**src/rtl/tone_detector.sv**
```systemverilog
// tone_detector: measures the period of a square wave and locks onto tone A or tone B.
// Define TONE_DET_SIREN_EN to build the A/B siren tracker; otherwise siren_active is tied to 0.
module tone_detector #(
    parameter int CLK_HZ  = 25000000,
    parameter int PER_A   = 56820,
    parameter int PER_B   = 28410,
    parameter int TOL     = 256,
    parameter int LOCK_N  = 4,
    parameter int TIMEOUT = 131072,
    parameter int SEG_MIN = 20000000,
    parameter int SEG_MAX = 30000000
) (
    input  logic        clk,
    input  logic        rst_n,
    input  logic        tone_in,
    output logic        tone_valid,
    output logic        tone_id,
    output logic [17:0] period,
    output logic        tone_err,
    output logic        siren_active
);

    // Out-of-range settings fall back to the slowest lock instead of wrapping the 4-bit counter.
    localparam bit         CFG_OK  = (CLK_HZ > 0) && (LOCK_N >= 2) && (LOCK_N <= 15) && (SEG_MIN <= SEG_MAX);
    localparam logic [3:0] LOCK_V  = CFG_OK ? 4'(LOCK_N) : 4'd15;
    localparam int         A_LO    = (PER_A > TOL) ? PER_A - TOL : 0;
    localparam int         A_HI    = PER_A + TOL;
    localparam int         B_LO    = (PER_B > TOL) ? PER_B - TOL : 0;
    localparam int         B_HI    = PER_B + TOL;
    localparam logic [17:0] CNT_LAST = 18'(TIMEOUT - 1);

    typedef enum logic [1:0] {SILENT, ACQ, LOCKED} state_t;
    typedef enum logic [1:0] {CLS_A, CLS_B, CLS_NONE} cls_t;

    logic        r_sync1, r_sync2, r_delay;
    logic        w_edge;
    logic [17:0] r_per_cnt;
    logic [18:0] w_meas;
    logic        w_timeout;
    cls_t        w_cls;
    logic        w_cls_b;

    state_t      r_state, w_state_nxt;
    logic        r_cand, w_cand_nxt;
    logic [3:0]  r_match_cnt, w_match_nxt, w_match_inc;
    logic        w_err_nxt;
    logic        w_lock_entry;

    logic        r_tone_valid, r_tone_id, r_tone_err;
    logic [17:0] r_period;

    assign w_edge      = r_sync2 & ~r_delay;
    assign w_meas      = {1'b0, r_per_cnt} + 19'd1;
    assign w_timeout   = (r_per_cnt == CNT_LAST) && !w_edge;
    assign w_cls_b     = (w_cls == CLS_B);
    assign w_match_inc = r_match_cnt + 4'd1;
    assign w_lock_entry = (w_state_nxt == LOCKED) && (r_state != LOCKED);

    always_ff @(posedge clk or negedge rst_n) begin
        if (!rst_n) begin
            r_sync1   <= 1'b0;
            r_sync2   <= 1'b0;
            r_delay   <= 1'b0;
            r_per_cnt <= '0;
        end else begin
            r_sync1 <= tone_in;
            r_sync2 <= r_sync1;
            r_delay <= r_sync2;
            if (w_edge) begin
                r_per_cnt <= '0;
            end else if (r_per_cnt != CNT_LAST) begin
                r_per_cnt <= r_per_cnt + 18'd1;
            end
        end
    end

    always_comb begin
        w_cls = CLS_NONE;
        if (w_meas >= 19'(A_LO) && w_meas <= 19'(A_HI)) begin
            w_cls = CLS_A;
        end else if (w_meas >= 19'(B_LO) && w_meas <= 19'(B_HI)) begin
            w_cls = CLS_B;
        end
    end

    // An edge always takes priority over the silence timeout in the same cycle.
    always_comb begin
        w_state_nxt = r_state;
        w_cand_nxt  = r_cand;
        w_match_nxt = r_match_cnt;
        w_err_nxt   = 1'b0;
        if (w_edge) begin
            case (r_state)
                SILENT: begin
                    w_state_nxt = ACQ;
                    w_match_nxt = 4'd0;
                end
                ACQ: begin
                    if (w_cls == CLS_NONE) begin
                        w_match_nxt = 4'd0;
                        w_err_nxt   = 1'b1;
                    end else if (w_cls_b == r_cand && r_match_cnt != 4'd0) begin
                        w_match_nxt = w_match_inc;
                        if (w_match_inc == LOCK_V) w_state_nxt = LOCKED;
                    end else begin
                        w_cand_nxt  = w_cls_b;
                        w_match_nxt = 4'd1;
                    end
                end
                LOCKED: begin
                    if (w_cls == CLS_NONE) begin
                        w_state_nxt = ACQ;
                        w_match_nxt = 4'd0;
                        w_err_nxt   = 1'b1;
                    end else if (w_cls_b != r_cand) begin
                        w_state_nxt = ACQ;
                        w_cand_nxt  = w_cls_b;
                        w_match_nxt = 4'd1;
                    end
                end
                default: w_state_nxt = SILENT;
            endcase
        end else if (w_timeout) begin
            w_state_nxt = SILENT;
        end
    end

    always_ff @(posedge clk or negedge rst_n) begin
        if (!rst_n) begin
            r_state      <= SILENT;
            r_cand       <= 1'b0;
            r_match_cnt  <= 4'd0;
            r_tone_valid <= 1'b0;
            r_tone_id    <= 1'b0;
            r_tone_err   <= 1'b0;
            r_period     <= '0;
        end else begin
            r_state      <= w_state_nxt;
            r_cand       <= w_cand_nxt;
            r_match_cnt  <= w_match_nxt;
            r_tone_valid <= (w_state_nxt == LOCKED);
            r_tone_err   <= w_err_nxt;
            if (w_lock_entry) r_tone_id <= r_cand;
            if (w_edge && r_state != SILENT) r_period <= w_meas[17:0];
        end
    end

    assign tone_valid = r_tone_valid;
    assign tone_id    = r_tone_id;
    assign tone_err   = r_tone_err;
    assign period     = r_period;

`ifdef TONE_DET_SIREN_EN
    localparam logic [24:0] SEG_LO  = 25'(SEG_MIN);
    localparam logic [24:0] SEG_HI  = 25'(SEG_MAX);
    localparam logic [24:0] SEG_SAT = 25'(SEG_MAX + 1);

    logic [24:0] r_seg_cnt;
    logic [1:0]  r_sw_cnt;
    logic        r_last_id, r_have_last, r_siren;
    logic        w_in_win;

    assign w_in_win = (r_seg_cnt >= SEG_LO) && (r_seg_cnt <= SEG_HI);

    // A segment is the time between locks on different tones; two good segments in a row mean siren.
    always_ff @(posedge clk or negedge rst_n) begin
        if (!rst_n) begin
            r_seg_cnt   <= '0;
            r_sw_cnt    <= 2'd0;
            r_last_id   <= 1'b0;
            r_have_last <= 1'b0;
            r_siren     <= 1'b0;
        end else if (w_timeout) begin
            r_seg_cnt   <= '0;
            r_sw_cnt    <= 2'd0;
            r_last_id   <= 1'b0;
            r_have_last <= 1'b0;
            r_siren     <= 1'b0;
        end else begin
            if (r_seg_cnt != SEG_SAT) r_seg_cnt <= r_seg_cnt + 25'd1;
            if (r_seg_cnt == SEG_SAT) r_sw_cnt <= 2'd0;
            if (w_lock_entry) begin
                if (!r_have_last) begin
                    r_have_last <= 1'b1;
                    r_seg_cnt   <= '0;
                    r_last_id   <= r_cand;
                end else if (r_cand != r_last_id) begin
                    if (w_in_win) begin
                        r_sw_cnt <= (r_sw_cnt == 2'd2) ? 2'd2 : r_sw_cnt + 2'd1;
                    end else begin
                        r_sw_cnt <= 2'd0;
                    end
                    r_seg_cnt <= '0;
                    r_last_id <= r_cand;
                end
            end
            r_siren <= (r_sw_cnt == 2'd2);
        end
    end

    assign siren_active = r_siren;
`else
    assign siren_active = 1'b0;
`endif

endmodule

```
**config.mk**
```make
export PLATFORM = sky130hd
export DESIGN_NAME = tone_detector
export DESIGN_NICKNAME = d
export VERILOG_FILES = /design/src/rtl/tone_detector.sv
export SDC_FILE = /design/constraint.sdc
export NUM_CORES = 1
export LEC_CHECK = 0
export CAP_MARGIN = 20
export CORE_MARGIN = 2
export CORE_UTILIZATION = 25
export DETAILED_ROUTE_END_ITERATION = 10
export PLACE_DENSITY = 0.38
export SLEW_MARGIN = 20
export SYNTH_ARGS = -nofsm -noshare
export SYNTH_HDL_FRONTEND = slang
export SYNTH_SLANG_ARGS = --single-unit
```
**constraint.sdc**
```tcl
create_clock -name clk -period 3.1 [get_ports clk]
set_input_delay 0.62 -clock clk [delete_from_list [all_inputs] [get_ports clk]]
set_output_delay 0.62 -clock clk [all_outputs]
set_load 0.02 [all_outputs]
```
Word level (Yosys, flattened, before mapping)
Cells that the tools add are included.

Word-level logic and storage cells: 77. Input port bits: 3. Register bits: 49.

Bitwise operators: 2. Reductions and logical operators: 16. $lt $le $gt $ge: 4. Add/sub/neg operators: 3. Mux-type cells: 25. Equal/unequal tests: 16.

Operator list (count): 18-bit two-way mux (2); 18-bit by 1-bit adder with 19-bit output (second input constant) (1); 19-bit by 15-bit greater-or-equal comparator with 1-bit output (second input constant) (1); 19-bit by 16-bit greater-or-equal comparator with 1-bit output (second input constant) (1); 19-bit by 15-bit less-or-equal comparator with 1-bit output (second input constant) (1); 19-bit by 16-bit less-or-equal comparator with 1-bit output (second input constant) (1); 18-bit by 1-bit adder with 18-bit output (second input constant) (1); 18-bit by 17-bit equality test with 1-bit output (second input constant) (1); 2-bit two-way mux (9); 18-bit by 17-bit != test with 1-bit output (second input constant) (1); 4-bit two-way mux (4); 4-bit one-hot mux with 3 select lines (1); 2-bit != test (second input constant) (5); 1-bit two-way mux (7); 2-bit equality test (second input constant) (3); 1-bit logical AND (6); 2-bit one-hot mux with 3 select lines (1); 6-bit AND reduction (1); 2-bit nonzero test (3); 4-bit by 1-bit adder with 4-bit output (second input constant) (1); 2-bit by 1-bit equality test with 1-bit output (second input constant) (2); 4-bit by 3-bit equality test with 1-bit output (second input constant) (1); 4-bit nonzero test (1); 3-bit != test (second input constant) (1); other kinds (10) (10).

Longest topological paths before layout
Gate-level depths: netlist of run 1.

Depth after elaboration: 14. Gate-level depth with buffers: 12.

Worst setup path after synthesis of run 1
Ideal clock, no wire load.

Path kind: reg2reg. Start point: register r_per_cnt[1]. End point: register r_tone_id, in the netlist tone_id. Buffers on the path: 1. Cell stages (with the launch flop): 12. Period minus slack after synthesis: 2.845 ns. Path slack: 0.255 ns. Data arrival time: 2.717 ns. Cells stage by stage: dfrtp_1 > ha_1 > and3_1 > buf_2 > nand2_1 > and4b_1 > or4_4 > a311oi_2 > nor4b_2 > a221o_1 > nand3b_1 > mux2_1.

Longest elaborated chain between the ends: 14. Elaborated cells on any way between the ends: 25.

Ends and longest elaborated chain: start: declaration (line 37) `logic [17:0] r_per_cnt;`; start signal: assignment (line 72) `r_per_cnt <= r_per_cnt + 18'd1;`; 18-bit by 1-bit adder with 19-bit output (line 53) `assign w_meas = {1'b0, r_per_cnt} + 19'd1;`; 19-bit by 15-bit greater-or-equal comparator with 1-bit output or 19-bit by 15-bit less-or-equal comparator with 1-bit output (tied branches) (line 81) `end else if (w_meas >= 19'(B_LO) && w_meas <= 19'(B_HI)) begin`; 1-bit logical AND (line 81); 2-bit two-way mux (line 81); 2-bit two-way mux (line 79) `if (w_meas >= 19'(A_LO) && w_meas <= 19'(A_HI)) begin`; 2-bit by 1-bit equality test with 1-bit output (line 55) `assign w_cls_b = (w_cls == CLS_B);`; 1-bit equality test (line 102) `end else if (w_cls_b == r_cand && r_match_cnt != 4'd0) begin`; 1-bit logical AND (line 102); 2-bit two-way mux (line 102); 2-bit two-way mux (line 99) `if (w_cls == CLS_NONE) begin`; 2-bit one-hot mux with 3 select lines (line 93) `case (r_state)`; 2-bit two-way mux (*) (line 92) `if (w_edge) begin`; 2-bit equality test (*) (line 57) `assign w_lock_entry = (w_state_nxt == LOCKED) && (r_state != LOCKED);`; 1-bit logical AND (*) (line 57); end signal: assignment (line 143) `if (w_lock_entry) r_tone_id <= r_cand;`; end: declaration (line 49) `logic r_tone_valid, r_tone_id, r_tone_err;`.

Every way passes the cells marked *; elsewhere a longest branch is shown, timed or not. A chain may end at the register's enable or synchronous reset.

Worst setup path after layout of run 1
Ends and elaborated chain as after synthesis.

==> impl_metrics.json, run 1 <==
{
  "cts_buffers": 5,
  "maxCapViolCount": 0,
  "place.gp.congestion": 0.8653,
  "first_pass_iters": 7,
  "gr-total-overflow": 0,
  "via_per_inst": 4.955,
  "cts_htree_levels": 2,
  "p_comb_frac": 0.341,
  "clock.fmax_mhz": 326.7,
  "coreArea_um2": 11520,
  "synth_area_per_cell_um2": 9.248,
  "cp-startpoint": "r_per_cnt[1]$_DFFE_PN0N_",
  "ys_ff_latch": 49,
  "die-width_um": 113.1,
  "path_class": "register to register",
  "path_clk_slew_ns": 0.07,
  "grt_antenna_before_repair": 0,
  "hold_viol": 0,
  "ys_types": 63,
  "yosys-top-cells-area": "dfrtp_1 (41%), a21oi_1 (5.7%), nor2_1 (5.0%)",
  "holdWs_ns": 0.3492,
  "nFillCells": 1219,
  "synth_top_area_frac": 0.4118,
  "intPower_mw": 1.412,
  "io_pins": 25,
  "clkLatencyLatePin_ns": 0.29,
  "p_seq_frac": 0.398,
  "crit_path_max_fanout": 5,
  "p_clk_frac": 0.261,
  "fin_crit_sh": 0.9873,
  "grt_pass1_wl_um": 13160,
  "syn_area_um2": 2978,
  "power_mw": 2.132,
  "grt_start_max_net_pins": 50,
  "synth_warnings": 0,
  "worstReg2RegStart": "r_per_cnt[1]$_DFFE_PN0N_",
  "ir_drop_v": 0.0002245,
  "status": "finished, violations left",
  "hp-class": "register to register",
  "grt_pass1_vias": 2464,
  "rows": 39,
  "route.detailed.drc": 1,
  "start_kind": "register",
  "worstMarginPinSlew_ns": 0.7613,
  "synth-edff-count": 0,
  "dpl.hpwl_um": 5833,
  "finalSetupViolCount": 0,
  "ant_nets": 0,
  "grt_use_total": 0.1295,
  "slowest_stage": "or4_4",
  "violations": "DRC",
  "port_buffers": 23,
  "dieArea_um2": 12800,
  "drt-total-wl_um": 8050,
  "crit_chain": "ha_4 > and3_4 > nor4_1 > a211o_1 > or4_4 > a311oi_4 > nor4b_4 > a221o_1 > nand3b_1 > mux2_4",
  "drive_gt1_frac": 0.1995,
  "cp_data_required_time_ns": 3.28,
  "synth_flop_cell": "dfrtp_1",
  "reg2reg_slack_ns": 0.04,
  "cts_tree": "built",
  "crit_path_max_incr_delay_ns": 0.55,
  "vias": 2522,
  "switching_share": 0.3375,
  "fin_crit_ns": 3.061,
  "clock-sinks": 49,
  "end_kind": "register",
  "p_per_area_nw_per_um2": 567.4,
  "arrival_ns": 3.24,
  "r2r_cells": 10,
  "area_delta_synth_final_pct": 26.18,
  "worstSetupEndpoint": "tone_id$_DFFE_PN0P_",
  "r2r-end": "tone_id$_DFFE_PN0P_",
  "finClkSkew_ns": 0.005086,
  "leakage_nw": 1.550,
  "holdCritStartpoint": "r_sync1$_DFF_PN0_",
  "p_sw_mw": 0.7195,
  "synth_nets": 333,
  "wire_per_inst_um": 15.82,
  "ys_seq_area_frac": 0.4118,
  "synth_top_area_cell": "dfrtp_1",
  "final_nets": 377,
  "start_util": 0.2586,
  "async_reset_ff_frac": 1.000,
  "diodes": 0,
  "first_iter_violations": 78,
  "clockRootBuffer": "clkbuf_16",
  "synth_cells": 322,
  "slew_headroom": 0.4915,
  "finalMaxSlewViolations": 0,
  "die_h_um": 113.1,
  "cts_max_path_buffers": 2
}
power groups by stage:
| stage | registers [mW] | logic [mW] | clock network [mW] |
|---|---|---|---|
| global placement | 0.853 | 0.680 | 0 |
| floorplan | 0.946 | 0.297 | 0 |
| detailed placement | 0.856 | 0.679 | 0 |
| global route | 0.867 | 0.791 | 0.602 |
| finish | 0.849 | 0.727 | 0.556 |
| CTS | 0.849 | 0.696 | 0.580 |
sequential cells by signal, summed over array words and instances, names as in the netlist:
name,cells
r_sync2,1
r_state,2
r_match_cnt,4
tone_err,1
tone_id,1
r_delay,1
tone_valid,1
r_sync1,1
r_cand,1
r_per_cnt,18
period,18
worst max-delay path, delay by kind of cell, from the launching register on:
kind / cells / cell delay (ns)
and+or+nand+nor: 5 / 1.02
muxes: 1 / 0.31
adders and majority gates: 1 / 0.19
AOI/OAI and AO/OA: 3 / 1.02
DFF: 1 / 0.41
cell type report:
type,count,area [µm²],area share
inverter,12,45.04,0.01199
timing repair buffer,58,496.7,0.1322
multi-input combinational,240,1663,0.4426
clock buffer,7,142.6,0.03796
tap,143,178.9,0.04762
sequential,49,1231,0.3277
metrics by stage:
stage                     utilization  cell area (µm²)  setup WS, ns  instances  setup TNS (ns)
after floorplan                     -             2978        0.2550        322               0
after global placement         0.2999             3453       0.05606        493               0
after detailed placement       0.2999             3453      0.004898        493               0
after CTS                      0.3157             3636     -0.002678        501       -0.002678
after global routing           0.3263             3757      -0.01746        509        -0.01746
final                          0.3263             3757       0.03937        509               0
layout by cell type, fill, tap and decap left out, drive strengths merged, types with 5 or more instances in the layout:
| cell type | n |
|---|---|
| a21oi | 35 |
| a31oi | 5 |
| and2 | 5 |
| buf | 35 |
| clkbuf | 8 |
| clkdlybuf4s50 | 22 |
| dfrtp | 49 |
| ha | 8 |
| inv | 12 |
| mux2 | 5 |
| nand2 | 16 |
| nand3 | 10 |
| nand4 | 8 |
| nor2 | 41 |
| nor2b | 5 |
| nor3 | 6 |
| nor4 | 10 |
| nor4b | 5 |
| o21ai | 11 |
| xnor2 | 14 |
| xor2 | 5 |
logic make-up (layout without fill, tap and decap cells):
logic type | after synthesis | count (layout) | share of synthesized area
flops | 49 | 49 | 0.4118
simple gates | 127 | 127 | 0.2462
fa+ha+maj | 8 | 8 | 0.03361
other cells | 1 | 1 | 0.001259
buf+inv | 33 | 77 | 0.05756
compound gates | 77 | 77 | 0.1647
mux | 8 | 8 | 0.02899
xor+xnor | 19 | 19 | 0.05588
how the worst min path moves through the flow:
stage                     slack [ns]  cells after the start                     to
after floorplan                 0.32                      0  period[0]$_DFFE_PN0P_
after global placement          0.33                      0      r_sync2$_DFF_PN0_
after detailed placement        0.34                      0      r_sync2$_DFF_PN0_
after CTS                       0.35                      0      r_sync2$_DFF_PN0_
after global routing            0.35                      0      r_sync2$_DFF_PN0_
final                           0.35                      0      r_sync2$_DFF_PN0_
synth_stat cells, drive strengths merged (2+ instances only):
cell,n
o211ai,2
and3b,2
a21boi,3
mux2,5
a21oi,35
dfrtp,49
nor2b,5
a31oi,5
o31ai,2
o21ai,11
a41o,2
inv,12
xor2,5
nand3b,3
mux2i,3
and3,2
nor3,6
and4,4
and2,5
clkbuf,7
nor2,41
nand2,16
o2111ai,2
buf,14
or2,2
nor4b,5
xnor2,14
a311oi,2
nor4,10
nand4,8
nand3,10
and4b,3
nand2b,4
ha,8
repair_timing:
item | CTS | global route
endpoints found under the setup margin | 2 | 5
pin swaps | 1 | 7
gates resized for setup | 5 | 15
hold buffers | 0 | 0
buffers inserted | 1 | 9
routing by layer:
metal	GRT usage	share of wire	vias to the layer above
li1	-	-	1250
met2	0.2064	0.46	36
met1	0.1793	0.50	1227
met4	0.03984	0.016	0
met5	0	0	-
met3	0.02303	0.025	9
Power figures use the tool's default switching activity.
==> run 2: changes to the inputs <==
--- a/config.mk
+++ b/config.mk
@@ -10,6 +10,7 @@
 export CORE_UTILIZATION = 25
 export DETAILED_ROUTE_END_ITERATION = 10
 export PLACE_DENSITY = 0.38
+export SKIP_CTS_REPAIR_TIMING = 1
 export SLEW_MARGIN = 20
 export SYNTH_ARGS = -nofsm -noshare
 export SYNTH_HDL_FRONTEND = slang
==> run 2 against run 1 <==
  * Clock skew barely moved
  * First-iteration DRC count is 36% higher
  * Critical endpoint unchanged
  * Sequential share of layout area fell by 0.24 points
  * Sequential power rose by 0.5%
  * Combinational power grew 1%
  * Global-route usage shrank 0.056 points
  * Worst setup slack worse by 0.0053 ns
  * Cell count increased by 0.20%
  * Hold slack barely moved
  * Fmax is 0.17% lower
  * Wire length is 0.77% higher
  * The flow still finishes with violations (DRC)
  * Power is 0.56% higher
==> impl_metrics.json, run 2 (same netlist as run 1, synthesis figures left out) <==
{
  "coreArea_um2": 11520,
  "io_pins": 25,
  "worstMarginPinSlew_ns": 0.7582,
  "dpl-instance-area_um2": 3453,
  "hp-class": "register to register",
  "p_per_area_nw_per_um2": 565.9,
  "rows": 39,
  "wire_per_inst_um": 15.91,
  "path_class": "register to register",
  "design_area_um2": 3789,
  "layout_common_cells": "dfrtp_1 (44), nor2_1 (39), a21oi_1 (33), buf_4 (32), clkdlybuf4s50_1 (22)",
  "path_clk_slew_ns": 0.07,
  "slowest_stage": "or4_4",
  "end_kind": "register",
  "place.gp.congestion": 0.8653,
  "finalSetupViolCount": 0,
  "drt-total-wl_um": 8112,
  "fin_ws_ns": 0.03402,
  "reg2reg_slack_ns": 0.03,
  "cts_htree_levels": 2,
  "start_util": 0.2586,
  "clock.fmax_mhz": 326.2,
  "finalSetupTns_ns": 0,
  "grt_antenna_before_repair": 0,
  "highest_layer": "met4",
  "leakage_nw": 1.554,
  "ir_drop_v": 0.0002247,
  "dp_cells": 493,
  "finalMaxSlewViolations": 0,
  "grt_use_total": 0.1290,
  "grt_setup_unrepaired": "true",
  "slew_headroom": 0.4935,
  "crit_path_max_incr_delay_ns": 0.55,
  "first_pass_iters": 7,
  "dieArea_um2": 12800,
  "gr-total-overflow": 0,
  "final_cells": 510,
  "via_per_inst": 4.961,
  "wl_met1_um": 4070,
  "clkLatencyLatePin_ns": 0.29,
  "finClkSkew_ns": 0.005055,
  "crit_chain": "ha_4 > nand3_4 > buf_6 > nor4_2 > a211o_1 > or4_4 > a311oi_4 > nor4b_4 > a221o_1 > nand3b_1 > mux2_4",
  "final_core_util": 0.3290,
  "diodes": 0,
  "crit_path_max_fanout": 5,
  "vias": 2530,
  "cts_max_path_buffers": 2,
  "first_iter_violations": 106,
  "status": "finished, violations left",
  "ant_nets": 0,
  "wl_met3_um": 208,
  "route.detailed.drc": 1,
  "grt_start_max_net_pins": 50,
  "dpl_worst_slack_ns": 0.004898,
  "die_h_um": 113.1,
  "final_nets": 378,
  "area_delta_synth_final_pct": 27.23,
  "cts_tree": "built",
  "port_buffers": 23,
  "die-width_um": 113.1,
  "clock-sinks": 49,
  "start_kind": "register",
  "fin_crit_ns": 3.066,
  "violations": "DRC",
  "grt_pass1_vias": 2461,
  "fin_crit_sh": 0.9890,
  "maxCapViolCount": 0,
  "final_common_cell": "dfrtp_1",
  "route.met2.wl_um": 3698,
  "grt_pass1_wl_um": 13100,
  "clockRootBuffer": "clkbuf_16",
  "dpl.hpwl_um": 5833,
  "hold_viol": 0,
  "drive_gt1_frac": 0.2071,
  "arrival_ns": 3.25,
  "cp_data_required_time_ns": 3.28,
  "cts_buffers": 5
}
-- run 2: cell count changes in the layout (fill, tap and decap cells not counted), sizes merged --
cell | before | now
buf | 35 | 36
-- run 2: final timing paths --
path                                     startpoint                  endpoint  depth (start not counted)
setup / recovery           r_per_cnt[1]$_DFFE_PN0N_       tone_id$_DFFE_PN0P_                         11
hold reg to reg                   r_sync1$_DFF_PN0_         r_sync2$_DFF_PN0_                          0
hold / removal                    r_sync1$_DFF_PN0_         r_sync2$_DFF_PN0_                          0
max in group asynchronous                     rst_n  r_per_cnt[3]$_DFFE_PN0N_                          2
setup reg to reg           r_per_cnt[1]$_DFFE_PN0N_       tone_id$_DFFE_PN0P_                         11
min in group asynchronous                     rst_n     period[7]$_DFFE_PN0P_                          2
-- run 2: routing by layer --
metal  GRT usage  vias to the layer above
met5           0                        -
met4     0.03984                        0
met3     0.02303                        9
met2      0.2064                       42
met1      0.1776                     1227
li1            -                     1252
-- run 2: layout make-up --
class                   count  area, µm²
clock buffers               7      142.6
fillers                  1213       7727
inverters                  12      45.04
multi-input cells         240       1685
flip-flops and latches     49       1232
well taps                 143      178.9
repair buffers             59      504.2
-- run 2: critical path, delay by kind of cell (launching register included) --
family	cells	cell delay (ns)
AOI/OAI and AO/OA	3	1.03
adders and majority gates	1	0.20
buffers and inverters	1	0.10
DFF	1	0.42
muxes	1	0.31
and+or+nand+nor	5	0.89
-- run 2: through the flow --
step / hold slack [ns] / total power [mW]
after CTS: 0.3518 / 2.107
after global placement: 0.3346 / 1.533
after floorplan: 0.3244 / 1.243
after global routing: 0.3545 / 2.272
after detailed placement: 0.3449 / 1.535
final: 0.3492 / 2.144
-- run 2: report_power, final --
part           switching (mW)  internal, mW  leakage (nW)
Clock                   0.239         0.318        0.0700
Sequential             0.0966         0.757         0.626
Combinational           0.394         0.341         0.858
Total                   0.729          1.41          1.55
